===== src/rtl/npc_ctrl_pkg.sv =====
// npc_ctrl_pkg: shared state, opcode, immediate-select, PC/WB source and error codes for the NPC sequencer
package npc_ctrl_pkg;
  typedef enum logic [3:0] {
    S_IDLE, S_FETCH, S_FWAIT, S_DECODE, S_EXEC,
    S_MREQ, S_MWAIT, S_WB, S_HALT, S_ERROR
  } state_t;
  localparam logic [6:0] OPC_LOAD   = 7'b0000011;
  localparam logic [6:0] OPC_STORE  = 7'b0100011;
  localparam logic [6:0] OPC_BRANCH = 7'b1100011;
  localparam logic [6:0] OPC_JAL    = 7'b1101111;
  localparam logic [6:0] OPC_JALR   = 7'b1100111;
  localparam logic [6:0] OPC_OPIMM  = 7'b0010011;
  localparam logic [6:0] OPC_LUI    = 7'b0110111;
  localparam logic [6:0] OPC_AUIPC  = 7'b0010111;
  localparam logic [6:0] OPC_OP     = 7'b0110011;
  localparam logic [6:0] OPC_SYSTEM = 7'b1110011;
  localparam logic [31:0] INSN_EBREAK = 32'h0010_0073;
  localparam logic [2:0] EXT_I    = 3'b000;
  localparam logic [2:0] EXT_U    = 3'b001;
  localparam logic [2:0] EXT_S    = 3'b010;
  localparam logic [2:0] EXT_B    = 3'b011;
  localparam logic [2:0] EXT_J    = 3'b100;
  localparam logic [2:0] EXT_SH   = 3'b101;
  localparam logic [2:0] EXT_NONE = 3'b111;
  localparam logic [1:0] PC_SEL_PC4  = 2'b00;
  localparam logic [1:0] PC_SEL_IMM  = 2'b01;
  localparam logic [1:0] PC_SEL_JALR = 2'b10;
  localparam logic [1:0] WB_SEL_ALU = 2'b00;
  localparam logic [1:0] WB_SEL_MEM = 2'b01;
  localparam logic [1:0] WB_SEL_PC4 = 2'b10;
  localparam logic [1:0] ERR_NONE    = 2'b00;
  localparam logic [1:0] ERR_ILLEGAL = 2'b01;
  localparam logic [1:0] ERR_IFU_TO  = 2'b10;
  localparam logic [1:0] ERR_LSU_TO  = 2'b11;
  localparam int CLS_W    = 10;
  localparam int C_LOAD   = 0;
  localparam int C_STORE  = 1;
  localparam int C_BRANCH = 2;
  localparam int C_JAL    = 3;
  localparam int C_JALR   = 4;
  localparam int C_OPIMM  = 5;
  localparam int C_LUI    = 6;
  localparam int C_AUIPC  = 7;
  localparam int C_OP     = 8;
  localparam int C_SYSTEM = 9;
  // classes that never write a destination register
  localparam logic [CLS_W-1:0] CLS_NO_RD = CLS_W'(1 << C_BRANCH) | CLS_W'(1 << C_STORE);
endpackage


===== src/rtl/npc_inst_class.sv =====
// npc_inst_class: combinational opcode classifier producing a one-hot class, immediate select and illegal flag
//   opcode  in  7   IR[6:0]
//   funct3  in  3   IR[14:12]
//   cls     out 10  one-hot instruction class (C_* bit positions)
//   ext_op  out 3   immediate-format select
//   illegal out 1   opcode matches no supported class
module npc_inst_class
  import npc_ctrl_pkg::*;
(
  input  logic [6:0]       opcode,
  input  logic [2:0]       funct3,
  output logic [CLS_W-1:0] cls,
  output logic [2:0]       ext_op,
  output logic             illegal
);
  logic shift;
  always_comb begin
    cls = '0;
    cls[C_LOAD]   = opcode == OPC_LOAD;
    cls[C_STORE]  = opcode == OPC_STORE;
    cls[C_BRANCH] = opcode == OPC_BRANCH;
    cls[C_JAL]    = opcode == OPC_JAL;
    cls[C_JALR]   = opcode == OPC_JALR;
    cls[C_OPIMM]  = opcode == OPC_OPIMM;
    cls[C_LUI]    = opcode == OPC_LUI;
    cls[C_AUIPC]  = opcode == OPC_AUIPC;
    cls[C_OP]     = opcode == OPC_OP;
    cls[C_SYSTEM] = opcode == OPC_SYSTEM;
    illegal = ~|cls;
    // slli/srli/srai carry a shamt, not a sign-extended immediate
    shift = cls[C_OPIMM] && (funct3 == 3'b001 || funct3 == 3'b101);
    ext_op = shift ? EXT_SH :
             (cls[C_LOAD] || cls[C_JALR] || cls[C_OPIMM]) ? EXT_I :
             (cls[C_LUI] || cls[C_AUIPC]) ? EXT_U :
             cls[C_STORE] ? EXT_S :
             cls[C_BRANCH] ? EXT_B :
             cls[C_JAL] ? EXT_J : EXT_NONE;
  end
endmodule


===== src/rtl/npc_ctrl_fsm.sv =====
// npc_ctrl_fsm: multi-cycle NPC sequencer driving IFU/LSU handshakes, IR, immediate select and PC/RF/WB strobes
//   clk, rst_n                      clock, async active-low reset
//   ifu_req_valid/ready             fetch request handshake
//   ifu_rsp_valid, ifu_rsp_data     fetched instruction
//   instr                           IR contents
//   ext_op                          immediate-format select (DECODE..WB, else 111)
//   lsu_req_valid/wen/ready         memory request handshake (wen 1 = store)
//   lsu_rsp_valid                   memory access complete
//   branch_taken                    ALU compare, used in WB
//   pc_we, pc_sel                   PC update strobe (retire pulse) and source
//   rf_we, wb_sel                   register write and writeback source
//   halt, err                       sticky ebreak flag and error code
module npc_ctrl_fsm
  import npc_ctrl_pkg::*;
#(
  parameter int TIMEOUT = 255,
  parameter int TO_W    = 8
) (
  input  logic        clk,
  input  logic        rst_n,
  output logic        ifu_req_valid,
  input  logic        ifu_req_ready,
  input  logic        ifu_rsp_valid,
  input  logic [31:0] ifu_rsp_data,
  output logic [31:0] instr,
  output logic [2:0]  ext_op,
  output logic        lsu_req_valid,
  output logic        lsu_req_wen,
  input  logic        lsu_req_ready,
  input  logic        lsu_rsp_valid,
  input  logic        branch_taken,
  output logic        pc_we,
  output logic [1:0]  pc_sel,
  output logic        rf_we,
  output logic [1:0]  wb_sel,
  output logic        halt,
  output logic [1:0]  err
);
  localparam logic [TO_W:0] TO_LIM = (TO_W+1)'(TIMEOUT);
  state_t           state, state_nx;
  logic [31:0]      ir;
  logic [TO_W-1:0]  cnt;
  logic [CLS_W-1:0] cls;
  logic [2:0]       dec_ext;
  logic             illegal, wait_st, rsp_in, to_hit, in_wb;
  npc_inst_class u_cls (
    .opcode  (ir[6:0]),
    .funct3  (ir[14:12]),
    .cls     (cls),
    .ext_op  (dec_ext),
    .illegal (illegal)
  );
  assign wait_st = state == S_FWAIT || state == S_MWAIT;
  assign rsp_in  = state == S_FWAIT ? ifu_rsp_valid : lsu_rsp_valid;
  // the count that would be reached this cycle hits the limit; a response in the same cycle wins
  assign to_hit  = TIMEOUT != 0 && wait_st && !rsp_in && ({1'b0, cnt} + (TO_W+1)'(1) == TO_LIM);
  assign in_wb   = state == S_WB;
  assign instr   = ir;
  always_ff @(posedge clk or negedge rst_n) begin
    if (!rst_n) state <= S_IDLE;
    else        state <= state_nx;
  end
  // counter is held at zero outside the wait states, so it is clear on every entry
  always_ff @(posedge clk or negedge rst_n) begin
    if (!rst_n) begin
      ir  <= '0;
      cnt <= '0;
      err <= ERR_NONE;
    end else begin
      ir  <= (state == S_FWAIT && ifu_rsp_valid) ? ifu_rsp_data : ir;
      cnt <= wait_st ? cnt + TO_W'(1) : '0;
      err <= (state == S_DECODE && illegal) ? ERR_ILLEGAL :
             to_hit ? (state == S_FWAIT ? ERR_IFU_TO : ERR_LSU_TO) : err;
    end
  end
  always_comb begin
    state_nx = state;
    case (state)
      S_IDLE:   state_nx = S_FETCH;
      S_FETCH:  state_nx = ifu_req_ready ? S_FWAIT : S_FETCH;
      S_FWAIT:  state_nx = ifu_rsp_valid ? S_DECODE : to_hit ? S_ERROR : S_FWAIT;
      S_DECODE: state_nx = illegal ? S_ERROR : ir == INSN_EBREAK ? S_HALT : S_EXEC;
      S_EXEC:   state_nx = (cls[C_LOAD] || cls[C_STORE]) ? S_MREQ : S_WB;
      S_MREQ:   state_nx = lsu_req_ready ? S_MWAIT : S_MREQ;
      S_MWAIT:  state_nx = lsu_rsp_valid ? S_WB : to_hit ? S_ERROR : S_MWAIT;
      S_WB:     state_nx = S_FETCH;
      default:  state_nx = state;
    endcase
  end
  always_comb begin
    ifu_req_valid = state == S_FETCH;
    lsu_req_valid = state == S_MREQ;
    lsu_req_wen   = state == S_MREQ && cls[C_STORE];
    ext_op = (state inside {S_DECODE, S_EXEC, S_MREQ, S_MWAIT, S_WB}) ? dec_ext : EXT_NONE;
    pc_we  = in_wb;
    pc_sel = !in_wb ? PC_SEL_PC4 :
             (cls[C_JAL] || (cls[C_BRANCH] && branch_taken)) ? PC_SEL_IMM :
             cls[C_JALR] ? PC_SEL_JALR : PC_SEL_PC4;
    rf_we  = in_wb && |(cls & ~CLS_NO_RD) && |ir[11:7];
    wb_sel = !in_wb ? WB_SEL_ALU :
             cls[C_LOAD] ? WB_SEL_MEM :
             (cls[C_JAL] || cls[C_JALR]) ? WB_SEL_PC4 : WB_SEL_ALU;
    halt   = state == S_HALT;
  end
endmodule


===== config.mk =====
export PLATFORM = sky130hd
export DESIGN_NAME = npc_ctrl_fsm
export DESIGN_NICKNAME = d
export VERILOG_FILES = /design/src/rtl/npc_ctrl_pkg.sv /design/src/rtl/npc_inst_class.sv /design/src/rtl/npc_ctrl_fsm.sv
export SDC_FILE = /design/constraint.sdc
export NUM_CORES = 1
export LEC_CHECK = 0
export ABC_AREA = 1
export CAP_MARGIN = 0
export CORE_ASPECT_RATIO = 0.9
export CORE_MARGIN = 3
export CORE_UTILIZATION = 45
export CTS_CLUSTER_SIZE = 12
export DETAILED_ROUTE_END_ITERATION = 10
export HOLD_SLACK_MARGIN = 0.02
export PLACE_DENSITY = 0.89
export SYNTH_ARGS = -nofsm -noshare
export SYNTH_HDL_FRONTEND = slang
export SYNTH_SLANG_ARGS = --single-unit
export TNS_END_PERCENT = 100

===== constraint.sdc =====
create_clock -name clk -period 2.2 [get_ports clk]
set_clock_uncertainty 0.05 [all_clocks]
set_input_delay 0.44 -clock clk [delete_from_list [all_inputs] [get_ports clk]]
set_output_delay 0.44 -clock clk [all_outputs]
set_load 0.1 [all_outputs]

==> metrics.md, run 1 <==
| Metric | Value |
|---|---|
| Core area | `0.005045 mm²` |
| Die height | `75.82 µm` |
| Share of cells above drive strength 1 | `0.3208` |
| Critical path fanouts, max | `4` |
| # placed instances | `472` |
| Ys Warns | `0` |
| Worst setup path category | `reg -> out` |
| Worst-path cell chain | `nor3_4, inv_2, buf_4, buf_6, nor4_4, buf_12` |
| Hold_buf cts | `0` |
| Setup crit end kind | `output pin` |
| GRT overflow | `0` |
| Setup WS post-layout | `-0.2768 ns` |
| Final-layout fill cell count | `324` |
| Startpoint Class | `register` |
| Fin util | `0.7726` |
| Clock root buffer | `clkbuf_8` |
| Critical path arrival | `1.99 ns` |
| Vias per cell | `5.433` |
| H-tree depth | `2` |
| Layout area overhead | `59.91%` |
| CP top delay family | `buffers and inverters` |
| DP HPWL | `5531 µm` |
| Finished Layout Cells | `492` |
| RSZ-0062 raised after global routing | `true` |
| Failing checks | `negative setup slack` |
| Clk Latency, worst-skew pair | `0.30 ns` |
| Port Buffers | `85` |
| Initial Util | `0.4831` |
| DRT Pass-1 Iters | `4` |
| Hold_ws | `0.09569 ns` |
| # IOs | `86` |
| Leakage | `1.839 nW` |
| Cell Area, Synth | `0.002437 mm²` |
| Clock buffer depth | `2` |
| Status | `finished, violations left` |
| Largest net degree at the start of global routing | `31` |
| ANT nets after route | `0` |
| Horiz. Die Dim | `83.58 µm` |
| Final Wtd Congestion | `0.8541` |
| Total power | `5.941 mW` |
| Fin crit share | `1.126` |
| Synthesized area per cell | `7.593 µm²` |
| Wire length per cell | `15.92 µm` |
| CTS tree | `built` |
| Endpoints failing setup | `8` |
| Die ar. | `0.006337 mm²` |
| Ys flop type | `dfrtp_1` |
| DP Area | `0.003632 mm²` |
| Hold Crit Class | `in -> async` |
| Area leader, netlist | `dfrtp_1` |
| Async SR Flop Fraction | `1.000` |
| Post-synthesis sequential area ratio | `0.4723` |
| Max cap viols | `0` |
| Slew margin rel. | `0.5757` |
| Violation count after the first detailed-route iteration | `150` |
| Slowest CP cell | `dfrtp_4` |
| DRC Markers | `0` |
| Buf+Inv Stages, Crit Path | `4` |
| Design area | `0.003897 mm²` |
| Clock sinks | `46` |
| Initial antenna violation count | `0` |
| First-pass GRT wire length | `12,230 µm` |
| Cells after synthesis | `321` |
| R2R setup slack | `0.37 ns` |
| Register bit total from synthesis | `46` |
| Vias after detailed routing | `2,673` |
| Global-route usage over all layers | `0.2411` |
| Ranking of synthesized cells by area | `dfrtp_1, nand2_1, inv_1, nand3_1, nor2_1` |
| Fin crit period | `2.477 ns` |
| FP Rows | `24` |
| Post-Syn Nets | `362` |
| Post-synthesis cell type count | `32` |
| Max-slew violations | `0` |
| Power density cells | `1524 mW/mm²` |
| Count of flip-flops with a built-in enable after synthesis | `0` |
| CTS Buf Count | `5` |
| Required @ worst endpoint | `1.71 ns` |
| Yosys top cell area share | `0.4723` |
| ANT cells | `0` |
| Max VDD drop | `0.001776 V` |
| Slew at the pin with the worst max-slew slack | `0.6364 ns` |
| Vias in the first global route | `2,679` |
| Clock slew at reported path FFs | `0.09 ns` |
| FMAX | `0.4038 GHz` |
| Final hold viol count | `0` |
| Final Net Count | `467` |
| CP peak stage delay | `0.51 ns` |
| Final WL | `7835 µm` |
-- where the power goes --
group / internal, mW / leakage, nW / switching (mW)
logic: 0.827 / 1.24 / 3.02
clock network: 0.225 / 0.0452 / 0.295
registers: 1.21 / 0.556 / 0.370
total: 2.26 / 1.84 / 3.68
-- registers in the layout (all words and copies together) (netlist names) --
register and cells:
cnt 8, err 2, instr 32, state 4
-- cells in the final DEF (no fill, tap or decap), types with 4 or more instances in the layout --
cell type / Yosys / routed
nor3_2: 2 / 4
o21ai_1: 8 / 8
nand3_1: 21 / 17
nand2_1: 107 / 102
buf_12: 0 / 14
dfrtp_4: 0 / 7
nand2_4: 0 / 4
nor2_4: 4 / 10
inv_2: 6 / 8
nand3_2: 3 / 4
buf_4: 0 / 52
o21ai_0: 12 / 12
nand4_1: 8 / 8
clkdlybuf4s50_1: 0 / 37
clkbuf_8: 0 / 5
nor2_1: 25 / 17
a21oi_1: 8 / 7
nor3_1: 10 / 5
inv_1: 34 / 30
nand3_4: 1 / 4
dfrtp_1: 46 / 37
-- routing by layer --
metal	up-vias	GRT usage	part of all wire
li1	1234	-	-
met1	1277	0.2755	0.36
met2	143	0.4537	0.52
met3	19	0.05622	0.089
met4	0	0.08393	0.025
met5	-	0	0
-- final cells by class --
type,count,area (µm²),share of cell area
clock buffers,6,72.57,0.01862
clock inverters,2,13.76,0.003531
inverters,41,161.4,0.04141
multi-input cells,226,1320,0.3387
flip-flops and latches,46,1180,0.3027
well taps,65,81.33,0.02087
repair buffers,106,1069,0.2742
-- repair_timing --
item                                    4_1_cts  5_1_grt
setup buffers                                10        2
gates cloned                                  0        0
endpoints found under the setup margin        8        9
resized for setup                             9       10
pin swaps                                     8        8
-- synthesized netlist by cell type, types with 2 or more instances --
library cell / count
ha_1: 2
inv_1: 34
inv_2: 6
buf_2: 7
nand3_2: 3
nor2_1: 25
o21ai_0: 12
o21bai_1: 2
nor3_1: 10
nand2_2: 2
a21oi_1: 8
nor3_2: 2
nand4_1: 8
nor2_4: 4
nand2_1: 107
dfrtp_1: 46
o21ai_1: 8
nand3_1: 21
-- cell families after synthesis --
kind of cell / share of synthesized area
compound gates: 0.08214
flops: 0.4723
simple gates: 0.3552
fa+ha+maj: 0.01027
buf+inv: 0.08008
-- final timing paths --
check                               from   endpoint  cells after the start
worst max-delay path            instr[2]  wb_sel[0]                      6
worst min-delay path               rst_n     cnt[2]                      1
worst max register to register  instr[5]   state[0]                     10
worst min register to register    cnt[0]     cnt[0]                      1
max in group asynchronous          rst_n     cnt[0]                      2
min in group clk                  cnt[0]     cnt[0]                      1
-- worst register-to-register path, stage by stage (launching register included) --
cell     delay (ns)
dfrtp_4        0.53
inv_4          0.08
nor3_4         0.25
nand2_2        0.17
buf_4          0.17
nand2_1        0.06
nor2_1         0.06
nand4_1        0.14
nand2_1        0.07
inv_1          0.06
nand4_1        0.08
-- metrics by stage --
stage	setup TNS, ns	worst slack [ns]
after detailed placement	0	0.05778
after CTS	-0.7604	-0.1883
final	-1.456	-0.2768
after floorplan	-2.817	-0.6869
after global routing	-2.033	-0.3405
after global placement	0	0.1376
Note: power is estimated with default switching activity, not from simulation.
==> inputs of run 2 (changes only) <==
SKIP_CTS_REPAIR_TIMING = 1   (was unset)
==> metrics.md, run 2 (synthesis results as in run 1) <==
| Metric | Value |
|---|---|
| Clock buffer depth | `2 (unchanged)` |
| Final Net Count | `461 (-1.3%)` |
| Largest net degree at the start of global routing | `31 (unchanged)` |
| Worst-path cell chain | `nand2_4, nor3_4, inv_2, nor3_4, nor3b_2, nand3_1, buf_4, nand2_4, buf_12` |
| Clk Latency, worst-skew pair | `0.31 ns (about the same)` |
| DRT Pass-1 Iters | `5 (+1)` |
| Final hold viol count | `0 (unchanged)` |
| Horiz. Die Dim | `83.58 µm (unchanged)` |
| ANT cells | `0 (unchanged)` |
| R2r worst-path depth | `11 (+1)` |
| Worst reg2reg path endpoint | `state[1]` |
| R2R setup slack | `0.40 ns (+0.03 ns)` |
| Initial Util | `0.4831 (unchanged)` |
| Setup crit end kind | `output pin` |
| Max-slew violations | `0 (unchanged)` |
| Port Buffers | `85 (unchanged)` |
| CP peak stage delay | `0.50 ns (about the same)` |
| Commonest non-fill, non-tap cell in the layout | `nand2_1` |
| Final WL | `7100 µm (-9.4%)` |
| GRT overflow | `0 (unchanged)` |
| Vias in the first global route | `2,583 (-3.6%)` |
| Clock slew at reported path FFs | `0.09 ns (about the same)` |
| Critical path arrival | `1.95 ns (-0.04 ns)` |
| Wire length per cell | `14.61 µm (-8.3%)` |
| RSZ-0062 raised after global routing | `true` |
| Status | `finished, violations left` |
| Fin util | `0.7495 (-0.02307)` |
| Share of cells above drive strength 1 | `0.2993 (-0.02156)` |
| DP Area | `0.003632 mm² (unchanged)` |
| Power density cells | `1553 mW/mm² (+1.9%)` |
| ANT nets after route | `0 (unchanged)` |
| Number of flip-flops in the largest register | `32 (unchanged)` |
| Setup TNS | `-0.8520 ns (+0.6041 ns)` |
| Violation count after the first detailed-route iteration | `103 (-31%)` |
| Initial antenna violation count | `0 (unchanged)` |
| Final Wtd Congestion | `0.8541 (unchanged)` |
| Most frequent cells in the layout | `nand2_1, buf_4, dfrtp_1, clkdlybuf4s50_1, inv_1` |
| Max VDD drop | `0.001788 V (+0.70%)` |
| Failing checks | `negative setup slack` |
| R2r startpoint | `cnt[0]` |
| FMAX | `0.4097 GHz (+1.5%)` |
| Vias per cell | `5.237 (-3.6%)` |
| # IOs | `86 (unchanged)` |
| Slowest CP cell | `dfrtp_4` |
| Global-route usage over all layers | `0.2309 (-0.01022)` |
| First-pass GRT wire length | `11,700 µm (-4.3%)` |
| Endpoints failing setup | `6 (-2)` |
| Fin crit share | `1.109 (-0.01635)` |
| Fin crit period | `2.441 ns (-0.03596 ns)` |
| Required @ worst endpoint | `1.71 ns (about the same)` |
| Layout area overhead | `55.13%` |
| Startpoint Class | `register` |
| Max cap viols | `0 (unchanged)` |
| Worst setup path category | `reg -> out` |
| Critical path fanouts, max | `4 (unchanged)` |
| Clock root buffer | `clkbuf_8` |
| DP HPWL | `5531 µm (unchanged)` |
| Leakage | `1.780 nW (-3.2%)` |
| Slew margin rel. | `0.5748 (-0.0009270)` |
| CTS tree | `built` |
| Slew at the pin with the worst max-slew slack | `0.6378 ns (+0.001391 ns)` |
| Hold Crit Class | `in -> async` |
| DRC Markers | `0 (unchanged)` |
| Die ar. | `0.006337 mm² (unchanged)` |
| Vias after detailed routing | `2,545 (-4.8%)` |
| H-tree depth | `2 (unchanged)` |
| FP Rows | `24 (unchanged)` |
| CTS Buf Count | `5 (unchanged)` |
| Design area | `0.003781 mm² (-3.0%)` |
| Die height | `75.82 µm (unchanged)` |
| Core area | `0.005045 mm² (unchanged)` |
| Clock sinks | `46 (unchanged)` |
| Setup WS post-layout | `-0.2408 ns (+0.03596 ns)` |
[run 2: cell types whose count changed in the layout (fill, tap and decap cells not counted), moves of 2 or more]
cell     previous run  this run
nand3_4             4         2
buf_4              52        48
inv_4               3         1
buf_6               2         0
nand3_1            17        19
nor2_2              3         5
nor2_4             10         8
[run 2: routing by layer]
layer,vias to the layer above,GRT usage,part of all wire
li1,1224,-,-
met1,1224,0.2646,0.40
met2,84,0.4289,0.51
met3,13,0.06919,0.071
met4,0,0.06429,0.018
met5,-,0,0
[run 2: power by group]
group | leakage, nW | switching, mW | total (mW) | internal, mW
combinational | 1.18 | 2.97 | 3.79 | 0.821
sequential | 0.556 | 0.361 | 1.57 | 1.21
clock | 0.0452 | 0.295 | 0.519 | 0.225
total | 1.78 | 3.62 | 5.87 | 2.25
[run 2: critical path, delay by kind of cell (launching register included)]
| family | cells | cell delay (ns) |
|---|---|---|
| buf+inv | 3 | 0.47 |
| simple gates | 6 | 0.69 |
| flops | 1 | 0.50 |
[run 2: worst max-delay path by stage]
stage	from	end	slack [ns]	cells past startpoint
after floorplan	state[3]	wb_sel[0]	-0.69	5
after global placement	instr[1]	rf_we	0.14	9
after detailed placement	instr[1]	rf_we	0.06	9
after CTS	instr[1]	rf_we	-0.29	9
after global routing	instr[0]	ext_op[1]	-0.31	9
final	instr[0]	ext_op[1]	-0.24	9
[run 2: area by class of cell]
class	count	area, µm²
multi-input cells	226	1256
repair buffers	100	1016
clock buffers	6	72.57
well taps	65	81.33
clock inverters	2	13.76
inverters	41	161.4
flip-flops and latches	46	1180
fillers	358	1264
[run 2: metrics by stage]
step                      std cells  total power, mW  setup slack, ns  hold WS [ns]
after floorplan                 321            4.361          -0.6869       0.09441
after global placement          472            5.187           0.1376        0.4359
after detailed placement        472            5.270          0.05778        0.4411
after CTS                       480            5.790          -0.2894        0.1114
after global routing            486            6.110          -0.3110        0.1499
final                           486            5.874          -0.2408       0.09510
==> inputs of run 3 (changes only) <==
RECOVER_POWER = 50   (was unset)
SKIP_CTS_REPAIR_TIMING = unset   (was 1)
==> metrics.md, run 3 (synthesis results as in run 1) <==
| Metric | Value |
|---|---|
| Status | `finished, violations left` |
| Failing checks | `negative setup slack` |
| Hold Crit Class | `in -> async` |
| Max-slew violations | `0 (unchanged)` |
| Fin crit share | `1.128 (+0.01844)` |
| Clock root buffer | `clkbuf_8` |
| Number of flip-flops in the largest register | `32 (unchanged)` |
| DRC Markers | `0 (unchanged)` |
| Endpoints failing setup | `8 (+2)` |
| Clock sinks | `46 (unchanged)` |
| CP peak stage delay | `0.51 ns (about the same)` |
| Vias after detailed routing | `2,650 (+4.1%)` |
| Slew at the pin with the worst max-slew slack | `1.406 ns (+0.7681 ns)` |
| Fin crit period | `2.481 ns (+0.04057 ns)` |
| Vias in the first global route | `2,679 (+3.7%)` |
| ANT nets after route | `0 (unchanged)` |
| Port Buffers | `85 (unchanged)` |
| Vias per cell | `5.386 (+2.9%)` |
| RSZ-0062 raised after global routing | `true` |
| Wire length per cell | `15.85 µm (+8.5%)` |
| Initial antenna violation count | `0 (unchanged)` |
| CTS Buf Count | `5 (unchanged)` |
| GRT overflow | `0 (unchanged)` |
| DP HPWL | `5531 µm (unchanged)` |
| H-tree depth | `2 (unchanged)` |
| Commonest non-fill, non-tap cell in the layout | `nand2_1` |
| Violation count after the first detailed-route iteration | `158 (+53%)` |
| Layout area overhead | `57.29%` |
| ANT cells | `0 (unchanged)` |
| Core area | `0.005045 mm² (unchanged)` |
| Setup WS post-layout | `-0.2814 ns (-0.04057 ns)` |
| Power density cells | `1529 mW/mm² (-1.6%)` |
| Clock slew at reported path FFs | `0.09 ns (about the same)` |
| Initial Util | `0.4831 (unchanged)` |
| Slowest CP cell | `dfrtp_4` |
| Share of cells above drive strength 1 | `0.3138 (+0.01453)` |
| Buf+Inv Stages, Crit Path | `4 (+1)` |
| Die ar. | `0.006337 mm² (unchanged)` |
| Max VDD drop | `0.001736 V (-2.9%)` |
| Most frequent cells in the layout | `nand2_1, buf_4, dfrtp_1, clkdlybuf4s50_1, inv_1` |
| Setup crit end kind | `output pin` |
| Required @ worst endpoint | `1.71 ns (about the same)` |
| # IOs | `86 (unchanged)` |
| Horiz. Die Dim | `83.58 µm (unchanged)` |
| Slew margin rel. | `0.06276 (-0.5121)` |
| Leakage | `1.823 nW (+2.5%)` |
| Critical path fanouts, max | `4 (unchanged)` |
| First-pass GRT wire length | `12,230 µm (+4.5%)` |
| Critical path arrival | `1.99 ns (+0.04 ns)` |
| Worst setup path category | `reg -> out` |
| Final WL | `7799 µm (+9.8%)` |
| FMAX | `0.4030 GHz (-1.6%)` |
| Clk Latency, worst-skew pair | `0.31 ns (about the same)` |
| Final Wtd Congestion | `0.8541 (unchanged)` |
| Final-layout fill cell count | `336 (-6.1%)` |
| Final hold viol count | `0 (unchanged)` |
| Final Net Count | `467 (+1.3%)` |
| CTS tree | `built` |
| Global-route usage over all layers | `0.2411 (+0.01022)` |
| Max cap viols | `0 (unchanged)` |
| Clock buffer depth | `2 (unchanged)` |
| Startpoint Class | `register` |
| Setup TNS | `-1.419 ns (-0.5671 ns)` |
| Worst slack at placement | `0.05778 ns (unchanged)` |
| DRT Pass-1 Iters | `4 (-1)` |
| CP top delay family | `buffers and inverters` |
| Die height | `75.82 µm (unchanged)` |
| Worst-path cell chain | `nor3_4, inv_2, buf_4, buf_6, nor4_4, buf_12` |
| Largest net degree at the start of global routing | `31 (unchanged)` |
| FP Rows | `24 (unchanged)` |
==> run 3: report_power, final <==
group | leakage, nW | switching, mW | internal (mW)
Sequential | 0.556 | 0.364 | 1.21
Combinational | 1.22 | 3.00 | 0.766
Clock | 0.0452 | 0.297 | 0.225
==> run 3: timing repair <==
| action | CTS | global route |
|---|---|---|
| resized for setup | 9 | 10 |
| pin swaps | 8 | 8 |
| hold buffers | 0 | 0 |
| buffers inserted | 10 | 2 |
| endpoints found under the setup margin | 8 | 9 |
==> run 3: stage by stage <==
stage | std cells | total power, mW | utilization | hold WS (ns) | area [µm²]
after floorplan | 321 | 4.361 | - | 0.09441 | 2619
after global placement | 472 | 5.187 | 0.7200 | 0.4359 | 3632
after detailed placement | 472 | 5.270 | 0.7200 | 0.4411 | 3632
after CTS | 490 | 5.865 | 0.7594 | 0.1114 | 3831
after global routing | 492 | 6.084 | 0.7599 | 0.4899 | 3834
final | 492 | 5.861 | 0.7599 | 0.3870 | 3834
==> run 3: worst register-to-register path: stages (launching register included) <==
cell	delay, ns
dfrtp_1	0.50
inv_1	0.13
nand3_1	0.27
nor2_1	0.26
nand3_2	0.12
nor2_4	0.13
nand4_2	0.12
nand2_1	0.09
nand3_1	0.09
nand2_1	0.08
nand2_1	0.05
==> run 3: per-layer routing <==
| layer | vias up | GRT usage | part of all wire |
|---|---|---|---|
| met5 | - | 0 | 0 |
| met4 | 0 | 0.08393 | 0.028 |
| met3 | 19 | 0.05622 | 0.068 |
| met2 | 110 | 0.4537 | 0.52 |
| met1 | 1285 | 0.2755 | 0.38 |
| li1 | 1236 | - | - |
==> run 3: worst paths after layout <==
check	from	endpoint	slack (ns)	depth (start not counted)
setup / recovery	instr[2]	wb_sel[0]	-0.28	6
hold / removal	rst_n	cnt[2]	0.39	1
setup reg to reg	state[0]	state[1]	0.23	10
hold reg to reg	cnt[0]	cnt[0]	0.47	1
max in group asynchronous	rst_n	instr[28]	0.51	2
min in group clk	cnt[0]	cnt[0]	0.47	1
==> run 3: cell type report <==
cell class	count	area, µm²	share of cell area
multi-input cells	226	1300	0.3391
flip-flops and latches	46	1180	0.3078
inverters	41	161.4	0.04210
clock buffers	6	72.57	0.01893
well taps	65	81.33	0.02121
clock inverters	2	13.76	0.003590
repair buffers	106	1025	0.2673
